**src/rtl/fp_addsub_post_norm.sv**
```systemverilog
// Single-precision add/sub back end: 27-bit add/subtract, leading-zero normalize,
// round-to-nearest-even and IEEE-754 packing in a fixed 3-stage pipeline.
module fp_addsub_post_norm (
  input  logic        clk,
  input  logic        rst_n,
  input  logic        in_valid,
  input  logic [26:0] fracta_in,
  input  logic [26:0] fractb_in,
  input  logic [7:0]  exp_in,
  input  logic        sign_in,
  input  logic        fasu_op_in,
  output logic        out_valid,
  output logic [31:0] result,
  output logic        out_overflow,
  output logic        out_zero,
  output logic        out_inexact
);

  logic [27:0] s1_sum_d, s1_sum_q;
  logic [7:0]  s1_exp_d, s1_exp_q;
  logic        s1_sign_d, s1_sign_q;
  logic        s1_inf_d, s1_inf_q;
  logic        s1_valid_d, s1_valid_q;

  logic [26:0] s2_frac_d, s2_frac_q;
  logic [8:0]  s2_exp_d, s2_exp_q;
  logic        s2_sign_d, s2_sign_q;
  logic        s2_inf_d, s2_inf_q;
  logic        s2_zero_d, s2_zero_q;
  logic        s2_valid_d, s2_valid_q;

  logic [31:0] result_d, result_q;
  logic        out_overflow_d, out_overflow_q;
  logic        out_zero_d, out_zero_q;
  logic        out_inexact_d, out_inexact_q;
  logic        out_valid_d, out_valid_q;

  logic [8:0]  eff_exp;
  logic [4:0]  lz;

  logic        lsb_bit, guard_bit, round_bit, sticky_bit, round_up;
  logic [24:0] mant_sum;
  logic [22:0] mant;
  logic [8:0]  fin_exp;

  always_comb begin
    s1_sum_d   = fasu_op_in ? ({1'b0, fracta_in} + {1'b0, fractb_in})
                            : ({1'b0, fracta_in} - {1'b0, fractb_in});
    s1_exp_d   = exp_in;
    s1_sign_d  = sign_in;
    s1_inf_d   = (exp_in == 8'hFF);
    s1_valid_d = in_valid;
  end

  // Denormals are treated as living at exponent 1, so normalization may only
  // shift left until the exponent bottoms out there.
  always_comb begin
    eff_exp = (s1_exp_q == 8'd0) ? 9'd1 : {1'b0, s1_exp_q};
    lz      = 5'd27;
    for (int i = 0; i < 27; i++) begin
      if (s1_sum_q[i]) lz = 5'(26 - i);
    end

    s2_frac_d  = s1_sum_q[26:0];
    s2_exp_d   = eff_exp;
    s2_zero_d  = 1'b0;
    s2_sign_d  = s1_sign_q;
    s2_inf_d   = s1_inf_q;
    s2_valid_d = s1_valid_q;

    if (s1_sum_q[27]) begin
      s2_frac_d = {s1_sum_q[27:2], s1_sum_q[1] | s1_sum_q[0]};
      s2_exp_d  = eff_exp + 9'd1;
    end else if (s1_sum_q[26:0] == 27'd0) begin
      s2_frac_d = 27'd0;
      s2_exp_d  = 9'd0;
      s2_zero_d = 1'b1;
    end else if ({4'd0, lz} < eff_exp) begin
      s2_frac_d = s1_sum_q[26:0] << lz;
      s2_exp_d  = eff_exp - {4'd0, lz};
    end else begin
      s2_frac_d = s1_sum_q[26:0] << (eff_exp - 9'd1);
      s2_exp_d  = 9'd0;
    end
  end

  always_comb begin
    lsb_bit    = s2_frac_q[3];
    guard_bit  = s2_frac_q[2];
    round_bit  = s2_frac_q[1];
    sticky_bit = s2_frac_q[0];
    round_up   = guard_bit & (round_bit | sticky_bit | lsb_bit);
    mant_sum   = {1'b0, s2_frac_q[26:3]} + {24'd0, round_up};
    mant       = mant_sum[24] ? mant_sum[23:1] : mant_sum[22:0];
    fin_exp    = s2_exp_q + {8'd0, mant_sum[24]};
    // A denormal whose rounding reaches the hidden bit becomes the smallest normal.
    if ((s2_exp_q == 9'd0) && mant_sum[23]) fin_exp = 9'd1;

    result_d       = result_q;
    out_overflow_d = out_overflow_q;
    out_zero_d     = out_zero_q;
    out_inexact_d  = out_inexact_q;
    out_valid_d    = s2_valid_q;

    if (s2_valid_q) begin
      out_overflow_d = 1'b0;
      out_zero_d     = 1'b0;
      out_inexact_d  = (guard_bit | round_bit | sticky_bit) & ~s2_inf_q;
      if (s2_inf_q || (fin_exp >= 9'h0FF)) begin
        result_d       = {s2_sign_q, 8'hFF, 23'd0};
        out_overflow_d = ~s2_inf_q;
      end else if (s2_zero_q) begin
        result_d   = {s2_sign_q, 31'd0};
        out_zero_d = 1'b1;
      end else begin
        result_d = {s2_sign_q, fin_exp[7:0], mant};
      end
    end
  end

  always_ff @(posedge clk or negedge rst_n) begin
    if (!rst_n) begin
      s1_sum_q       <= '0;
      s1_exp_q       <= '0;
      s1_sign_q      <= 1'b0;
      s1_inf_q       <= 1'b0;
      s1_valid_q     <= 1'b0;
      s2_frac_q      <= '0;
      s2_exp_q       <= '0;
      s2_sign_q      <= 1'b0;
      s2_inf_q       <= 1'b0;
      s2_zero_q      <= 1'b0;
      s2_valid_q     <= 1'b0;
      result_q       <= '0;
      out_overflow_q <= 1'b0;
      out_zero_q     <= 1'b0;
      out_inexact_q  <= 1'b0;
      out_valid_q    <= 1'b0;
    end else begin
      s1_sum_q       <= s1_sum_d;
      s1_exp_q       <= s1_exp_d;
      s1_sign_q      <= s1_sign_d;
      s1_inf_q       <= s1_inf_d;
      s1_valid_q     <= s1_valid_d;
      s2_frac_q      <= s2_frac_d;
      s2_exp_q       <= s2_exp_d;
      s2_sign_q      <= s2_sign_d;
      s2_inf_q       <= s2_inf_d;
      s2_zero_q      <= s2_zero_d;
      s2_valid_q     <= s2_valid_d;
      result_q       <= result_d;
      out_overflow_q <= out_overflow_d;
      out_zero_q     <= out_zero_d;
      out_inexact_q  <= out_inexact_d;
      out_valid_q    <= out_valid_d;
    end
  end

  assign out_valid    = out_valid_q;
  assign result       = result_q;
  assign out_overflow = out_overflow_q;
  assign out_zero     = out_zero_q;
  assign out_inexact  = out_inexact_q;

endmodule

```
**config.mk**
```make
export PLATFORM = sky130hd
export DESIGN_NAME = fp_addsub_post_norm
export DESIGN_NICKNAME = d
export VERILOG_FILES = /design/src/rtl/fp_addsub_post_norm.sv
export SDC_FILE = /design/constraint.sdc
export NUM_CORES = 1
export LEC_CHECK = 0
export CORE_ASPECT_RATIO = 0.6
export CORE_MARGIN = 3
export CORE_UTILIZATION = 40
export CTS_BUF_LIST = sky130_fd_sc_hd__clkbuf_2
export DETAILED_ROUTE_END_ITERATION = 8
export DONT_BUFFER_PORTS = 1
export HOLD_SLACK_MARGIN = 0.02
export PLACE_DENSITY = 0.54
export SLEW_MARGIN = 20
export SYNTH_ARGS = -nofsm -noshare
export SYNTH_HDL_FRONTEND = slang
export SYNTH_SLANG_ARGS = --single-unit
```
**constraint.sdc**
```tcl
create_clock -name clk -period 9 [get_ports clk]
set_input_delay 1.8 -clock clk [delete_from_list [all_inputs] [get_ports clk]]
set_output_delay 1.8 -clock clk [all_outputs]
set_load 0.05 [all_outputs]
```
## Yosys cells after proc, flatten, opt, wreduce, memory -nomap -nowiden

Index checks and enable logic that the tools add are counted.

| storage, ports and cells | value |
|---|---|
| register bits after elaboration | 115 |
| output and inout port bits | 36 |
| input bits | 67 |
| bits in writable memories | 0 |
| bits in latches | 0 |
| logic and storage cells | 85 |
| memories | 0 |
| ROM bits | 0 |

| operators by class | value |
|---|---|
| reductions and logical operators | 5 |
| add/sub/neg operators | 7 |
| bitwise operators | 8 |
| $lt $le $gt $ge | 2 |
| multiply operators | 0 |
| divide/modulo/power cells | 0 |
| muxes and demuxes | 44 |
| equality and inequality tests | 1 |
| shift operators | 2 |

Operators with widths:

| operator | count |
|---|---|
| 5-bit two-way mux | 26 |
| 27-bit two-way mux | 3 |
| 31-bit two-way mux | 2 |
| 9-bit two-way mux | 4 |
| 27-bit by 27-bit adder with 28-bit output | 1 |
| 28-bit two-way mux | 1 |
| 27-bit by 27-bit subtractor with 28-bit output | 1 |
| 27-bit logical NOT | 1 |
| 27-bit by 5-bit << shifter with 27-bit output | 1 |
| 27-bit by 9-bit << shifter with 27-bit output | 1 |
| 24-bit by 1-bit adder with 25-bit output | 1 |
| 23-bit two-way mux | 1 |
| 8-bit by 1-bit adder with 9-bit output (second input constant) | 1 |
| 9-bit by 1-bit adder with 9-bit output | 1 |
| 9-bit by 8-bit >= comparator with 1-bit output (second input constant) | 1 |
| 9-bit logical NOT | 1 |
| 8-bit by 1-bit subtractor with 9-bit output (second input constant) | 1 |
| 8-bit by 5-bit subtractor with 9-bit output | 1 |
| 8-bit equality test (second input constant) | 1 |
| 8-bit logical NOT | 1 |
| 5-bit by 8-bit less-than comparator with 1-bit output | 1 |
| 8-bit two-way mux | 1 |
| 1-bit two-way mux | 6 |
| 1-bit OR | 5 |
| 4 further kinds | 5 |

## Depth between registers and ports, before layout

| logic depth | value |
|---|---|
| word-level depth | 31 |
| gate-level depth with buffers | 20 |
| gate-level depth less buffers | 18 |

## Least setup slack after synthesis

No wires, ideal clock.

| path | value |
|---|---|
| kind | in2reg |
| start point | in fasu_op_in |
| end point | reg s1_sum_q[26] |
| path slack | 3.963 ns |
| arrival time | 4.968 ns |
| stages on the path | 15 |
| cells stage by stage | clkbuf_1 -> buf_1 -> nor2_1 -> xor2_1 -> ha_1 -> a21o_1 -> a21oi_1 -> nor2b_1 -> a41oi_1 -> a31oi_1 -> o21ai_0 -> a211oi_1 -> a31oi_1 -> or4b_2 -> nand3_1 |

| on the way | value |
|---|---|
| word-level cells in the longest chain between the ends | 1 |

Ends and longest elaborated chain:

| element | line | RTL |
|---|---|---|
| start, declared | 11 | `input logic fasu_op_in,` |
| 28-bit two-way mux | 47 | `s1_sum_d = fasu_op_in ? ({1'b0, fracta_in} + {1'b0, fractb_in})` |
| named net s1_sum_d[26] | 19 | `logic [27:0] s1_sum_d, s1_sum_q;` |
| end signal, assigned | 140 | `s1_sum_q <= s1_sum_d;` |
| end, declared | 19 |  |

The timed path passes the listed nets, and every way through them passes these cells.
A chain may end at the register's enable or synchronous reset.

## Worst setup path in the final report

| path | value |
|---|---|
| start point | reg s1_sum_q[1] |
| end point | reg s2_frac_q[21] |

| on the way | value |
|---|---|
| word-level cells in the longest chain between the ends | 30 |

Ends and longest elaborated chain:

| element | line | RTL |
|---|---|---|
| 5-bit two-way mux (26 in series) | 61 | `if (s1_sum_q[i]) lz = 5'(26 - i);` |
| 5-bit by 8-bit less-than comparator with 1-bit output / 27-bit by 5-bit << shifter with 27-bit output (equally long branches) | 78, 79 |  |
| 27-bit two-way mux | 78 | `end else if ({4'd0, lz} < eff_exp) begin` |
| 27-bit two-way mux (*) | 74 | `end else if (s1_sum_q[26:0] == 27'd0) begin` |
| 27-bit two-way mux (*) | 71 | `if (s1_sum_q[27]) begin` |
| named net s2_frac_d[21] | 25 | `logic [26:0] s2_frac_d, s2_frac_q;` |
| end signal, assigned | 145 | `s2_frac_q <= s2_frac_d;` |
| end, declared | 25 |  |

The timed path passes the listed nets; every way through them passes the cells marked *.

==> impl_metrics.env <==
export IMPL_cts_num_sinks=115
export IMPL_vias=7003
export IMPL_place_gp_congestion=0.903
export IMPL_fin_crit_sh=0.593
export IMPL_antennaDiodeCount=0
export IMPL_antenna_found_initial=0
export IMPL_yosysMostFrequentCell="dfrtp_1"
export IMPL_slew_limit_headroom=0.435
export IMPL_initial_core_util=0.420
export IMPL_setup_slack_ns=3.66
export IMPL_multi_input_area_um2=5110
export IMPL_cts_root_buf="clkbuf_2"
export IMPL_firstDrtPassIters=5
export IMPL_cts_buffers=17
export IMPL_yosysSeqAreaShare=0.349
export IMPL_peakVddDrop_v=0.000134
export IMPL_clk_insertion_delay_late_ns=0.69
export IMPL_hpwl_mm=17.5
export IMPL_dieArea_um2=22400
export IMPL_grt_pass1_vias=6468
export IMPL_rr_worst_depth=16
export IMPL_clock_skew_ns=0.0260
export IMPL_drt_wl_total_mm=23.3
export IMPL_ys_top_cells_by_count="dfrtp_1 (115), nor2_1 (78), nand2_1 (63)"
export IMPL_netlist_area_leader_share=0.349
export IMPL_drtAntennaViolNets=0
export IMPL_synth_seq_cells=115
export IMPL_critPathSlowestCell="dfrtp_1"
export IMPL_fillCellCount=1942
export IMPL_grt_pass1_wl_mm=36.2
export IMPL_p_total_mw=2.39
export IMPL_path_class="register to register"
export IMPL_max_stage_delay_ns=0.60
export IMPL_slew_violations=0
export IMPL_die_w_um=191
export IMPL_end_kind="register"
export IMPL_vias_per_cell=5.95
export IMPL_rsz0062_at_grt="false"
export IMPL_crit_family="compound AO/OA/AOI/OAI gates"
export IMPL_async_flop_share=1.00
export IMPL_path_cells="nor2_1, o311ai_0, nand3_1, a31oi_1, ha_1, nor2b_1, o31a_1, nor3_2, o21a_1, mux2i_2, buf_4, mux4_2, nand3_1, a21bo_1, a221oi_2, a21bo_1"
export IMPL_drc=0
export IMPL_synth_area_leaders="dfrtp_1 (35%), ha_1 (5.6%), xor2_1 (5.2%)"
export IMPL_avgRoutedWirePerCell_um=19.8
export IMPL_holdPathStages=0
export IMPL_synthCells=915
export IMPL_worst_hold_slack_ns=0.372
export IMPL_power_density_nw_per_um2=274
export IMPL_clk_pin_slew_ns=0.17
export IMPL_core_um2=19600
export IMPL_cts_resized=0
export IMPL_syn_num_nets=1021
export IMPL_postCtsSetupBuffers=0
export IMPL_hold_viol=0
export IMPL_crit_required_ns=9.58
export IMPL_layout_drive_gt1_share=0.0670
export IMPL_pre_cts_ws_ns=3.32
export IMPL_htreeDepth=4
export IMPL_critical_path_cell_count=16
export IMPL_mappedNetlistArea_um2=8250
export IMPL_syn_to_final_growth_pct=5.70
export IMPL_synth_ff_type="dfrtp_1"
export IMPL_finalSetupTns_ns=0
export IMPL_cp_arrival_ns=5.92
export IMPL_start_kind="register"
export IMPL_post_route_min_period_ns=5.34
export IMPL_drt_first_iter_violations=927
export IMPL_hold_buffers=0
export IMPL_cts_tree="yes"
export IMPL_hold_path_class="register to register"
export IMPL_fp_row_count=39
export IMPL_ys_types=70
export IMPL_syn_avg_cell_area_um2=9.01
export IMPL_synth_edf_count=0
export IMPL_final_nets=1006
export IMPL_grt_start_max_net_pins=116
export IMPL_crit_buf_inv=1
export IMPL_grt_total_usage=0.205
export IMPL_clock_path_buffers=2
export IMPL_maxCapViolations=0
export IMPL_yosysTopAreaCell="dfrtp_1"
export IMPL_port_buffers=0
export IMPL_gr_total_overflow=0
export IMPL_tightest_slew_ns=0.846
export IMPL_die_height_um=117
export IMPL_ys_warn_count=0
export IMPL_outcome="finished clean"
export IMPL_fmax_mhz=187
export IMPL_cp_max_fo=25
export IMPL_setup_viol=0
export IMPL_seq_area_um2=2880
export IMPL_leakagePower_nw=3.60
export IMPL_io_pins=103
[flip-flops by register name, indices dropped and copies added, names as in the netlist, 8 cells and up]
name / cells
s1_exp_q: 8
result: 32
s1_sum_q: 28
s2_frac_q: 27
s2_exp_q: 9
[final cells by class]
| type | instances | share of cell area |
|---|---|---|
| inverter | 26 | 0.0112 |
| clock buffer | 18 | 0.0103 |
| timing repair buffer | 6 | 0.00517 |
| tap | 266 | 0.0382 |
| sequential | 115 | 0.330 |
| multi-input combinational | 734 | 0.586 |
| clock inverter | 11 | 0.0188 |
[final timing paths]
| path | startpoint | end | slack (ns) |
|---|---|---|---|
| hold / removal | s1_sign_q | s2_sign_q | 0.37 |
| hold reg to reg | s1_sign_q | s2_sign_q | 0.37 |
| min in group asynchronous | rst_n | result[13] | 0.78 |
| setup reg to reg | s1_sum_q[1] | s2_frac_q[21] | 3.66 |
| max in group asynchronous | rst_n | s2_zero_q | 8.04 |
| setup / recovery | s1_sum_q[1] | s2_frac_q[21] | 3.66 |
[metrics by stage]
step,instances,utilization,area (µm²)
after floorplan,915,-,8250
after global placement,1147,0.431,8460
after detailed placement,1147,0.431,8460
after CTS,1176,0.444,8720
after global routing,1176,0.444,8720
final,1176,0.444,8720
[where the power goes]
part / internal [mW] / switching, mW / total, mW / leakage, nW
Combinational: 0.399 / 0.532 / 0.931 / 2.08
Clock: 0.177 / 0.206 / 0.383 / 0.143
Sequential: 0.675 / 0.403 / 1.08 / 1.38
[cell families after synthesis]
family	after synthesis	share of synthesized area
AND/OR/NAND/NOR	301	0.181
adder cells (fa/ha/maj)	39	0.0610
multiplexers	53	0.0725
AO/OA/AOI/OAI	259	0.218
XOR/XNOR	82	0.0871
flip-flops	115	0.349
buffers and inverters	66	0.0323
[metal layers]
metal / global-route usage / vias to the layer above / routed length, µm
li1: - / 3384 / -
met1: 0.337 / 3378 / 12500
met2: 0.254 / 229 / 8840
met3: 0.0604 / 12 / 1840
met4: 0.0396 / 0 / 149
met5: 0 / - / 0
[cells in the final DEF, fill, tap and decap left out, drive strengths merged, types with 9 or more instances in the layout]
cell / Yosys / final
a21o: 15 / 15
a21oi: 53 / 53
a31oi: 13 / 13
and3: 14 / 14
clkbuf: 28 / 18
dfrtp: 115 / 115
ha: 37 / 37
inv: 25 / 25
mux2: 11 / 11
mux2i: 38 / 38
nand2: 63 / 63
nand2b: 11 / 11
nand3: 32 / 32
nand4: 10 / 10
nor2: 78 / 78
nor2b: 9 / 9
nor3: 35 / 35
nor4: 13 / 13
o211ai: 17 / 17
o21a: 16 / 16
o21ai: 37 / 37
o221ai: 13 / 13
o22ai: 15 / 15
o2bb2ai: 23 / 23
or3: 11 / 11
xnor2: 33 / 33
xor2: 49 / 49
(Power assumes the default switching activity.)
